[src/rtl/ddfs_pwm_pkg.sv]
// Shared definitions for the PWM triangle-carrier controller.
//   - carrier_state_t : controller FSM state encoding
//   - CARRIER_W/CFG_W : carrier (signed) and config (unsigned) widths
//   - default and limit constants for the carrier configuration
//   - neg_peak()      : signed -peak at carrier width
//   - cfg_is_bad()    : config legality check
package ddfs_pwm_pkg;

  localparam int CARRIER_W = 17;
  localparam int CFG_W     = 16;

  localparam logic [CFG_W-1:0] DEF_PEAK = 16'd32767;
  localparam logic [CFG_W-1:0] DEF_STEP = 16'd64;
  localparam logic [CFG_W-1:0] MAX_PEAK = 16'd32767;

  typedef enum logic [1:0] {
    ST_IDLE = 2'd0,
    ST_RUN  = 2'd1,
    ST_STOP = 2'd2
  } carrier_state_t;

  // -peak as a carrier-width signed value; peak is at most 16 bits unsigned,
  // so one extra sign bit always suffices.
  function automatic logic signed [CARRIER_W-1:0] neg_peak(input logic [CFG_W-1:0] p);
    logic signed [CARRIER_W-1:0] ext;
    ext = $signed({1'b0, p});
    return -ext;
  endfunction

  // A config is unusable if it would stall the carrier (zero step/peak),
  // overflow the signed carrier range, or overshoot both rails in one step.
  function automatic logic cfg_is_bad(input logic [CFG_W-1:0] p, input logic [CFG_W-1:0] s);
    return (p == '0) || (p > MAX_PEAK) || (s == '0) || (s > p);
  endfunction

endpackage

[src/rtl/pwm_tri_counter.sv]
// Up/down clamping triangle counter.
// Ports:
//   clk, resetn   : clock, asynchronous active-low reset
//   start         : load load_val, direction up, pulse valley
//   adv           : advance one step toward the current rail
//   peak, step    : active amplitude and increment (unsigned)
//   load_val      : value taken on start or when a down step hits the valley
//   tri_out       : signed carrier
//   valley, crest : registered one-cycle rail pulses
//   at_valley     : combinational look-ahead: the next down step reaches -peak
module pwm_tri_counter
  import ddfs_pwm_pkg::*;
(
  input  logic                        clk,
  input  logic                        resetn,
  input  logic                        start,
  input  logic                        adv,
  input  logic [CFG_W-1:0]            peak,
  input  logic [CFG_W-1:0]            step,
  input  logic signed [CARRIER_W-1:0] load_val,
  output logic signed [CARRIER_W-1:0] tri_out,
  output logic                        valley,
  output logic                        crest,
  output logic                        at_valley
);

  logic signed [CARRIER_W-1:0] tri_reg;
  logic                        up_reg;
  logic                        valley_reg;
  logic                        crest_reg;

  // One guard bit beyond the carrier so the overshoot is visible before
  // clamping instead of wrapping.
  logic signed [CARRIER_W:0] tri_ext;
  logic signed [CARRIER_W:0] peak_ext;
  logic signed [CARRIER_W:0] step_ext;
  logic signed [CARRIER_W:0] sum;
  logic signed [CARRIER_W:0] diff;
  logic                      at_crest;

  always_comb begin
    tri_ext   = {tri_reg[CARRIER_W-1], tri_reg};
    peak_ext  = $signed({2'b00, peak});
    step_ext  = $signed({2'b00, step});
    sum       = tri_ext + step_ext;
    diff      = tri_ext - step_ext;
    at_crest  = up_reg && (sum >= peak_ext);
    at_valley = !up_reg && (diff <= -peak_ext);
  end

  always_ff @(posedge clk or negedge resetn) begin
    if (!resetn) begin
      tri_reg    <= '0;
      up_reg     <= 1'b1;
      valley_reg <= 1'b0;
      crest_reg  <= 1'b0;
    end else begin
      valley_reg <= 1'b0;
      crest_reg  <= 1'b0;
      if (start) begin
        tri_reg    <= load_val;
        up_reg     <= 1'b1;
        valley_reg <= 1'b1;
      end else if (adv) begin
        if (up_reg) begin
          if (at_crest) begin
            tri_reg   <= $signed({1'b0, peak});
            up_reg    <= 1'b0;
            crest_reg <= 1'b1;
          end else begin
            tri_reg <= sum[CARRIER_W-1:0];
          end
        end else begin
          if (at_valley) begin
            tri_reg    <= load_val;
            up_reg     <= 1'b1;
            valley_reg <= 1'b1;
          end else begin
            tri_reg <= diff[CARRIER_W-1:0];
          end
        end
      end
    end
  end

  assign tri_out = tri_reg;
  assign valley  = valley_reg;
  assign crest   = crest_reg;

endmodule

[src/rtl/pwm_carrier_ctrl.sv]
// PWM triangle-carrier controller: run/stop FSM, config handshake and
// shadow (pending) config register around pwm_tri_counter.
// Ports:
//   clk, resetn          : clock, asynchronous active-low reset
//   en                   : run request (level)
//   cfg_valid/cfg_ready  : config handshake; cfg_peak/cfg_step payload
//   tri_out              : signed triangle carrier
//   valley, crest        : one-cycle rail pulses
//   running              : high in RUN and STOP
//   cfg_err              : one-cycle pulse after a rejected config
module pwm_carrier_ctrl
  import ddfs_pwm_pkg::*;
#(
  parameter logic [CFG_W-1:0] DEFAULT_PEAK = DEF_PEAK,
  parameter logic [CFG_W-1:0] DEFAULT_STEP = DEF_STEP
) (
  input  logic                        clk,
  input  logic                        resetn,
  input  logic                        en,
  input  logic                        cfg_valid,
  output logic                        cfg_ready,
  input  logic [CFG_W-1:0]            cfg_peak,
  input  logic [CFG_W-1:0]            cfg_step,
  output logic signed [CARRIER_W-1:0] tri_out,
  output logic                        valley,
  output logic                        crest,
  output logic                        running,
  output logic                        cfg_err
);

  carrier_state_t   state;
  carrier_state_t   state_next;
  logic [CFG_W-1:0] active_peak;
  logic [CFG_W-1:0] active_step;
  logic             pend;
  logic [CFG_W-1:0] pend_peak;
  logic [CFG_W-1:0] pend_step;
  logic             running_reg;
  logic             cfg_err_reg;

  logic                        accept;
  logic                        bad;
  logic                        take;
  logic                        start;
  logic                        adv;
  logic                        valley_evt;
  logic                        at_valley;
  logic signed [CARRIER_W-1:0] load_val;

  assign cfg_ready = (state == ST_IDLE) || !pend;
  assign accept    = cfg_valid && cfg_ready;
  assign bad       = cfg_is_bad(cfg_peak, cfg_step);
  assign take      = accept && !bad;

  always_comb begin
    state_next = state;
    start      = 1'b0;
    adv        = 1'b0;
    valley_evt = 1'b0;
    load_val   = pend ? neg_peak(pend_peak) : neg_peak(active_peak);
    unique case (state)
      ST_IDLE: begin
        if (en) begin
          start      = 1'b1;
          state_next = ST_RUN;
          // A config accepted on the same edge is already the one in force.
          load_val   = neg_peak(take ? cfg_peak : active_peak);
        end
      end
      ST_RUN: begin
        adv        = 1'b1;
        valley_evt = at_valley;
        if (!en) state_next = ST_STOP;
      end
      ST_STOP: begin
        adv        = 1'b1;
        valley_evt = at_valley;
        if (en) begin
          state_next = ST_RUN;
        end else if (at_valley) begin
          state_next = ST_IDLE;
          load_val   = '0;
        end
      end
      default: state_next = ST_IDLE;
    endcase
  end

  always_ff @(posedge clk or negedge resetn) begin
    if (!resetn) begin
      state       <= ST_IDLE;
      active_peak <= DEFAULT_PEAK;
      active_step <= DEFAULT_STEP;
      pend        <= 1'b0;
      pend_peak   <= '0;
      pend_step   <= '0;
      running_reg <= 1'b0;
      cfg_err_reg <= 1'b0;
    end else begin
      state       <= state_next;
      running_reg <= (state_next != ST_IDLE);
      cfg_err_reg <= accept && bad;
      // Only a config pending before this edge is applied; one accepted on
      // the valley edge itself waits for the next valley.
      if (valley_evt && pend) begin
        active_peak <= pend_peak;
        active_step <= pend_step;
        pend        <= 1'b0;
      end
      if (take) begin
        if (state == ST_IDLE) begin
          active_peak <= cfg_peak;
          active_step <= cfg_step;
        end else begin
          pend      <= 1'b1;
          pend_peak <= cfg_peak;
          pend_step <= cfg_step;
        end
      end
    end
  end

  pwm_tri_counter u_cnt (
    .clk       (clk),
    .resetn    (resetn),
    .start     (start),
    .adv       (adv),
    .peak      (active_peak),
    .step      (active_step),
    .load_val  (load_val),
    .tri_out   (tri_out),
    .valley    (valley),
    .crest     (crest),
    .at_valley (at_valley)
  );

  assign running = running_reg;
  assign cfg_err = cfg_err_reg;

endmodule

[config.mk]
export PLATFORM = sky130hd
export DESIGN_NAME = pwm_carrier_ctrl
export DESIGN_NICKNAME = d
export VERILOG_FILES = /design/src/rtl/ddfs_pwm_pkg.sv /design/src/rtl/pwm_tri_counter.sv /design/src/rtl/pwm_carrier_ctrl.sv
export SDC_FILE = /design/constraint.sdc
export NUM_CORES = 1
export LEC_CHECK = 0
export ABC_AREA = 1
export CAP_MARGIN = 20
export CORE_ASPECT_RATIO = 0.8
export CORE_UTILIZATION = 55
export CTS_CLUSTER_SIZE = 30
export DETAILED_ROUTE_END_ITERATION = 7
export PLACE_DENSITY_LB_ADDON = 0.3
export REMOVE_ABC_BUFFERS = 1
export SYNTH_ARGS = -nofsm -noshare
export SYNTH_HDL_FRONTEND = slang
export SYNTH_HIERARCHICAL = 1
export SYNTH_SLANG_ARGS = --single-unit
[constraint.sdc]
create_clock -name clk -period 6.6 [get_ports clk]
set_input_delay 1.32 -clock clk [delete_from_list [all_inputs] [get_ports clk]]
set_output_delay 1.32 -clock clk [all_outputs]
set_load 0.005 [all_outputs]
==> results of run 1 <==
==> per-layer routing <==
metal	share of wire, %	GRT usage [%]	wire length [microns]
met5	0	0	0
met4	2.2	10.2	644
met3	8.8	5.90	2640
met2	42	49.9	12600
met1	47	50.7	13900
==> layout make-up <==
class | instances | area [sq um] | share of cell area [%]
clock buffers | 12 | 256 | 2.38
well taps | 225 | 282 | 2.61
repair buffers | 65 | 648 | 6.01
flip-flops and latches | 89 | 2250 | 20.9
clock inverters | 4 | 52.6 | 0.487
multi-input cells | 1180 | 6500 | 60.3
inverters | 211 | 792 | 7.35
==> layout by cell type (no fill, tap or decap), types with 3 or more instances in the layout <==
master           count
nand2_1            440
inv_1              195
nor2_1             137
o21ai_0            117
nand3_1             98
ha_1                90
dfrtp_1             72
clkdlybuf4s50_1     56
a21oi_1             52
nand4_1             50
xor2_1              43
nand2_2             20
mux2i_1             17
dfstp_2             17
nor3_1              16
inv_2               15
a31oi_1             11
o21bai_1            11
clkbuf_16            9
buf_4                8
nor2_2               7
nor2_4               7
nor4_1               7
xnor2_1              6
nand3b_1             6
or2_2                4
a21o_1               3
nand3_2              3
o21ai_1              3
a211oi_1             3
clkinvlp_4           3
a21oi_2              3
and3_1               3
==> through the flow <==
stage	hold WS (ns)	cells	worst slack [ns]	utilization, %
finish	0.484	1786	0.788	62.0
global route	0.500	1786	0.0764	62.0
CTS	0.488	1785	0.923	61.9
detailed placement	0.472	1769	0.966	60.1
global placement	0.469	1769	1.13	60.1
floorplan	0.452	1480	1.79	-
==> final timing paths <==
path                            cells after the start             start                 to  slack, ns
worst min register to register                      2      pend_step[8]       pend_step[8]       0.48
worst max-delay path                               32  u_cnt/tri_out[2]  u_cnt/tri_out[11]       0.79
worst min-delay path                                2      pend_step[8]       pend_step[8]       0.48
worst max register to register                     32  u_cnt/tri_out[2]  u_cnt/tri_out[11]       0.79
max in group asynchronous                           3            resetn     active_peak[2]       4.81
min in group asynchronous                           1            resetn      pend_step[13]       0.75
==> logic make-up after synthesis <==
group	synth area share, %
compound gates	12.1
xor+xnor	4.40
fa+ha+maj	11.9
buf+inv	10.5
flops	23.0
mux	1.74
simple gates	36.2
==> critical path, delay by kind of cell (launching register included) <==
family,cells,cell delay (ns)
compound gates,6,1.60
simple gates,22,2.39
flops,1,0.41
fa+ha+maj,2,0.67
buf+inv,2,0.60
==> reports/qor.csv, run 1 <==
stage;metric;value;unit
outcome;status;finished, final reports clean;
logic_synthesis;FFs w/ async S/R, synth;100;%
logic_synthesis;number of synthesized flops with an enable pin;0;
logic_synthesis;area share of the largest cell type after synthesis;18.5;%
finish;area delta synth->final;10.4;%
logic_synthesis;largest area contributor in the netlist;dfrtp_1;
logic_synthesis;Post-Syn Area;9760;sq um
die;Die H;121;microns
clock_tree;# Post-CTS Setup Buffers;0;
logic_synthesis;top cells by count, synth;nand2_1 (440), inv_1 (195), nor2_1 (139), o21ai_0 (117), nand3_1 (99);
sta;period utilization;88.1;%
sta;Slew @ Worst Pin;0.909;ns
clock_tree;TritonCTS Buffers;9;
setup_path;cell mode on critical path;nand2_1;
placement;DP HPWL;23.4;mm
logic_synthesis;post-synthesis cell count;1531;
routing;post-route ant nets;0;
placement;IO Port Bufs;57;
die;Die Wd;151;microns
finish;# fillers;1690;
finish;design area;10800;sq um
grt;vias in the first global route;9219;
sta;final setup violation count;0;
setup_path;Max stage delay cell, worst path;a21oi_1;
routing;Via Count;10202;
clock_tree;H-tree Lvls;3;
grt;antenna violations before repair;0;
grt;Total Routing Usage GR;34.1;%
grt;first-pass GRT wire length;48.0;mm
clock_tree;Clock Latency Late Sink;0.36;ns
setup_path;CP arrival;6.06;ns
logic_synthesis;Synth Register Bits;89;
placement;placer congestion estimate;0.969;
die;# IOs;58;
sta;Layout Skew;0.00745;ns
clock_tree;Post-CTS Hold Buffers;0;
sta;Fin. Hold Viols;0;
setup_path;critical path's largest stage delay;0.51;ns
finish;max reg flops;17;
clock_tree;clk sinks;89;
sta;Slew HR;39.4;%
die;# rows;43;
logic_synthesis;Seq/Total Area, Yosys;23.0;%
logic_synthesis;post-synthesis area per instance;6.38;sq um
clock_tree;CTS tree;done;
logic_synthesis;Yosys cell types;51;
clock_tree;Worst-path clk slew;0.07;ns
logic_synthesis;cell with the most instances after synthesis;nand2_1;
finish;layout cells sized above 1;6.85;%
routing;Iter 0 DRT Violations;1087;
routing;First-pass DRT Iterations;6;
hold_path;Hold Path Class;reg -> reg;
die;Starting Density;56.2;%
routing;DRC Markers;0;
placement;dpl cell area;10400;sq um
grt;Overflow after GRT;0;
routing;via density per instance;5.71;
logic_synthesis;Main synth FF type;dfrtp_1;
setup_path;critical path type;reg -> reg;
sta;FMAX;0.172;GHz
clock_tree;post-cts gate resize count;0;
die;DIE AREA;18300;sq um
setup_path;Worst Path Max Fanout;18;
routing;DRT Wirelength;29.9;mm
setup_path;CP endpoint kind;flop;
grt;largest net degree at the start of global routing;85;
sta;Pins Over Slew Limit;0;
setup_path;Critical Path Start Type;flop;
setup_path;Worst EP required;6.85;ns
routing;DR WL/cell;16.7;microns
sta;unrepaired setup endpoints after global routing;false;
logic_synthesis;largest cells by area after synthesis;dfrtp_1 (18%), nand2_1 (17%), ha_1 (12%), inv_1 (7.5%), o21ai_0 (6.0%);
die;core box area;17400;sq um
logic_synthesis;Yosys warning count;6;
sta;Setup TNS;0;ns
sta;fin crit period;5.81;ns
finish;antenna cells;0;
clock_tree;Root Driver;clkbuf_16;
finish;final net count;1684;
job;max_cap viols;0;
clock_tree;CTS Buffer Depth;2;
Power of run 1 is left out: the tool's default activity adds up to more than one toggle a clock period on the data nets, which glitch-free logic cannot reach.
==> inputs of run 2 (changes only) <==
Settings changed: CORE_UTILIZATION 55 to 54.
==> reports/qor.csv, run 2 (synthesis results as in run 1) <==
stage;metric;value;unit
outcome;status;complete, but fails checks;
outcome;failing checks;DRC;
clock_tree;CTS Buffer Depth;2;
grt;first-pass GRT wire length;47.5;mm
die;DIE AREA;18600;sq um
routing;DR WL/cell;16.8;microns
routing;First-pass DRT Iterations;7;
routing;post-route ant nets;0;
hold_path;Hold Path Class;reg -> reg;
die;Die Wd;152;microns
finish;design area;10700;sq um
sta;period utilization;88.0;%
sta;worst setup margin;0.793;ns
die;Die H;122;microns
sta;Slew HR;41.8;%
setup_path;Worst Path Max Fanout;18;
clock_tree;post-cts gate resize count;0;
grt;Overflow after GRT;0;
finish;antenna cells;0;
sta;unrepaired setup endpoints after global routing;false;
clock_tree;Worst-path clk slew;0.07;ns
grt;antenna violations before repair;0;
die;# rows;43;
finish;max reg flops;17;
sta;Slew @ Worst Pin;0.871;ns
setup_path;critical path's largest stage delay;0.52;ns
die;core box area;17500;sq um
sta;FMAX;0.172;GHz
finish;commonest non-fill, non-tap cell in the layout;nand2_1;
sta;Layout Skew;0.00829;ns
setup_path;CP arrival;6.05;ns
finish;final net count;1682;
placement;placer congestion estimate;0.949;
clock_tree;TritonCTS Buffers;9;
clock_tree;CTS tree;done;
routing;Iter 0 DRT Violations;1074;
clock_tree;H-tree Lvls;3;
sta;fin crit period;5.81;ns
finish;area delta synth->final;10.0;%
grt;vias in the first global route;9064;
sta;Pins Over Slew Limit;0;
setup_path;cell mode on critical path;nand2_1;
grt;largest net degree at the start of global routing;65;
sta;Setup TNS;0;ns
finish;commonest non-fill, non-tap cells in the layout;nand2_1 (440), inv_1 (195), nor2_1 (137), o21ai_0 (117), nand3_1 (98);
job;max_cap viols;0;
grt;Total Routing Usage GR;33.0;%
routing;DRT Wirelength;30.0;mm
die;# IOs;58;
placement;IO Port Bufs;57;
clock_tree;Clock Latency Late Sink;0.36;ns
sta;final setup violation count;0;
clock_tree;Root Driver;clkbuf_16;
placement;pre-CTS WS;0.884;ns
routing;DRC Markers;3;
placement;DP HPWL;23.6;mm
die;Starting Density;55.7;%
setup_path;CP endpoint kind;flop;
finish;# fillers;1693;
clock_tree;Post-CTS Hold Buffers;0;
routing;via density per instance;5.67;
setup_path;Max stage delay cell, worst path;a21oi_1;
setup_path;Critical Path Start Type;flop;
setup_path;critical path type;reg -> reg;
sta;Fin. Hold Viols;0;
routing;Via Count;10110;
clock_tree;# Post-CTS Setup Buffers;0;
placement;dpl cell area;10400;sq um
clock_tree;clk sinks;89;
setup_path;Worst EP required;6.85;ns
finish;layout cells sized above 1;6.80;%
run 2: area by class of cell:
| class | instances | area, sq um | area share (%) |
|---|---|---|---|
| multi-input combinational | 1180 | 6500 | 60.5 |
| sequential | 89 | 2250 | 20.9 |
| inverter | 211 | 792 | 7.37 |
| timing repair buffer | 63 | 613 | 5.71 |
| tap | 225 | 282 | 2.62 |
| clock buffer | 10 | 239 | 2.22 |
| clock inverter | 6 | 67.6 | 0.629 |
run 2: path summary, 6_finish.rpt:
check                           cells after the start  slack, ns                 to              from
worst min-delay path                                2       0.49      pend_step[14]     pend_step[14]
worst max-delay path                               32       0.79  u_cnt/tri_out[14]  u_cnt/tri_out[2]
min in group asynchronous                           1       0.96    active_step[13]            resetn
worst min register to register                      2       0.49      pend_step[14]     pend_step[14]
worst max register to register                     32       0.79  u_cnt/tri_out[14]  u_cnt/tri_out[2]
max in group asynchronous                           2       4.57   u_cnt/tri_out[9]            resetn
run 2: metal layers:
metal / vias to the layer above / GRT usage (%) / part of all wire, %
met5: - / 0 / 0
met2: 440 / 50.2 / 41
met3: 48 / 5.97 / 8.7
li1: 5001 / - / -
met4: 0 / 10.7 / 2.6
met1: 4621 / 47.3 / 47
run 2: metrics by stage:
stage | cells | utilization, % | hold slack, ns
finish | 1784 | 61.2 | 0.492
CTS | 1784 | 61.2 | 0.489
global route | 1784 | 61.2 | 0.500
global placement | 1768 | 59.5 | 0.466
detailed placement | 1768 | 59.5 | 0.473
floorplan | 1480 | - | 0.452
run 2: worst max-delay path: cells and delay by family (launching register included):
family | cells | cell delay [ns]
AOI/OAI and AO/OA | 7 | 1.79
adders and majority gates | 2 | 0.68
buffers and inverters | 3 | 0.69
DFF | 1 | 0.43
and+or+nand+nor | 20 | 2.09
Power of run 2 is left out for the same reason.
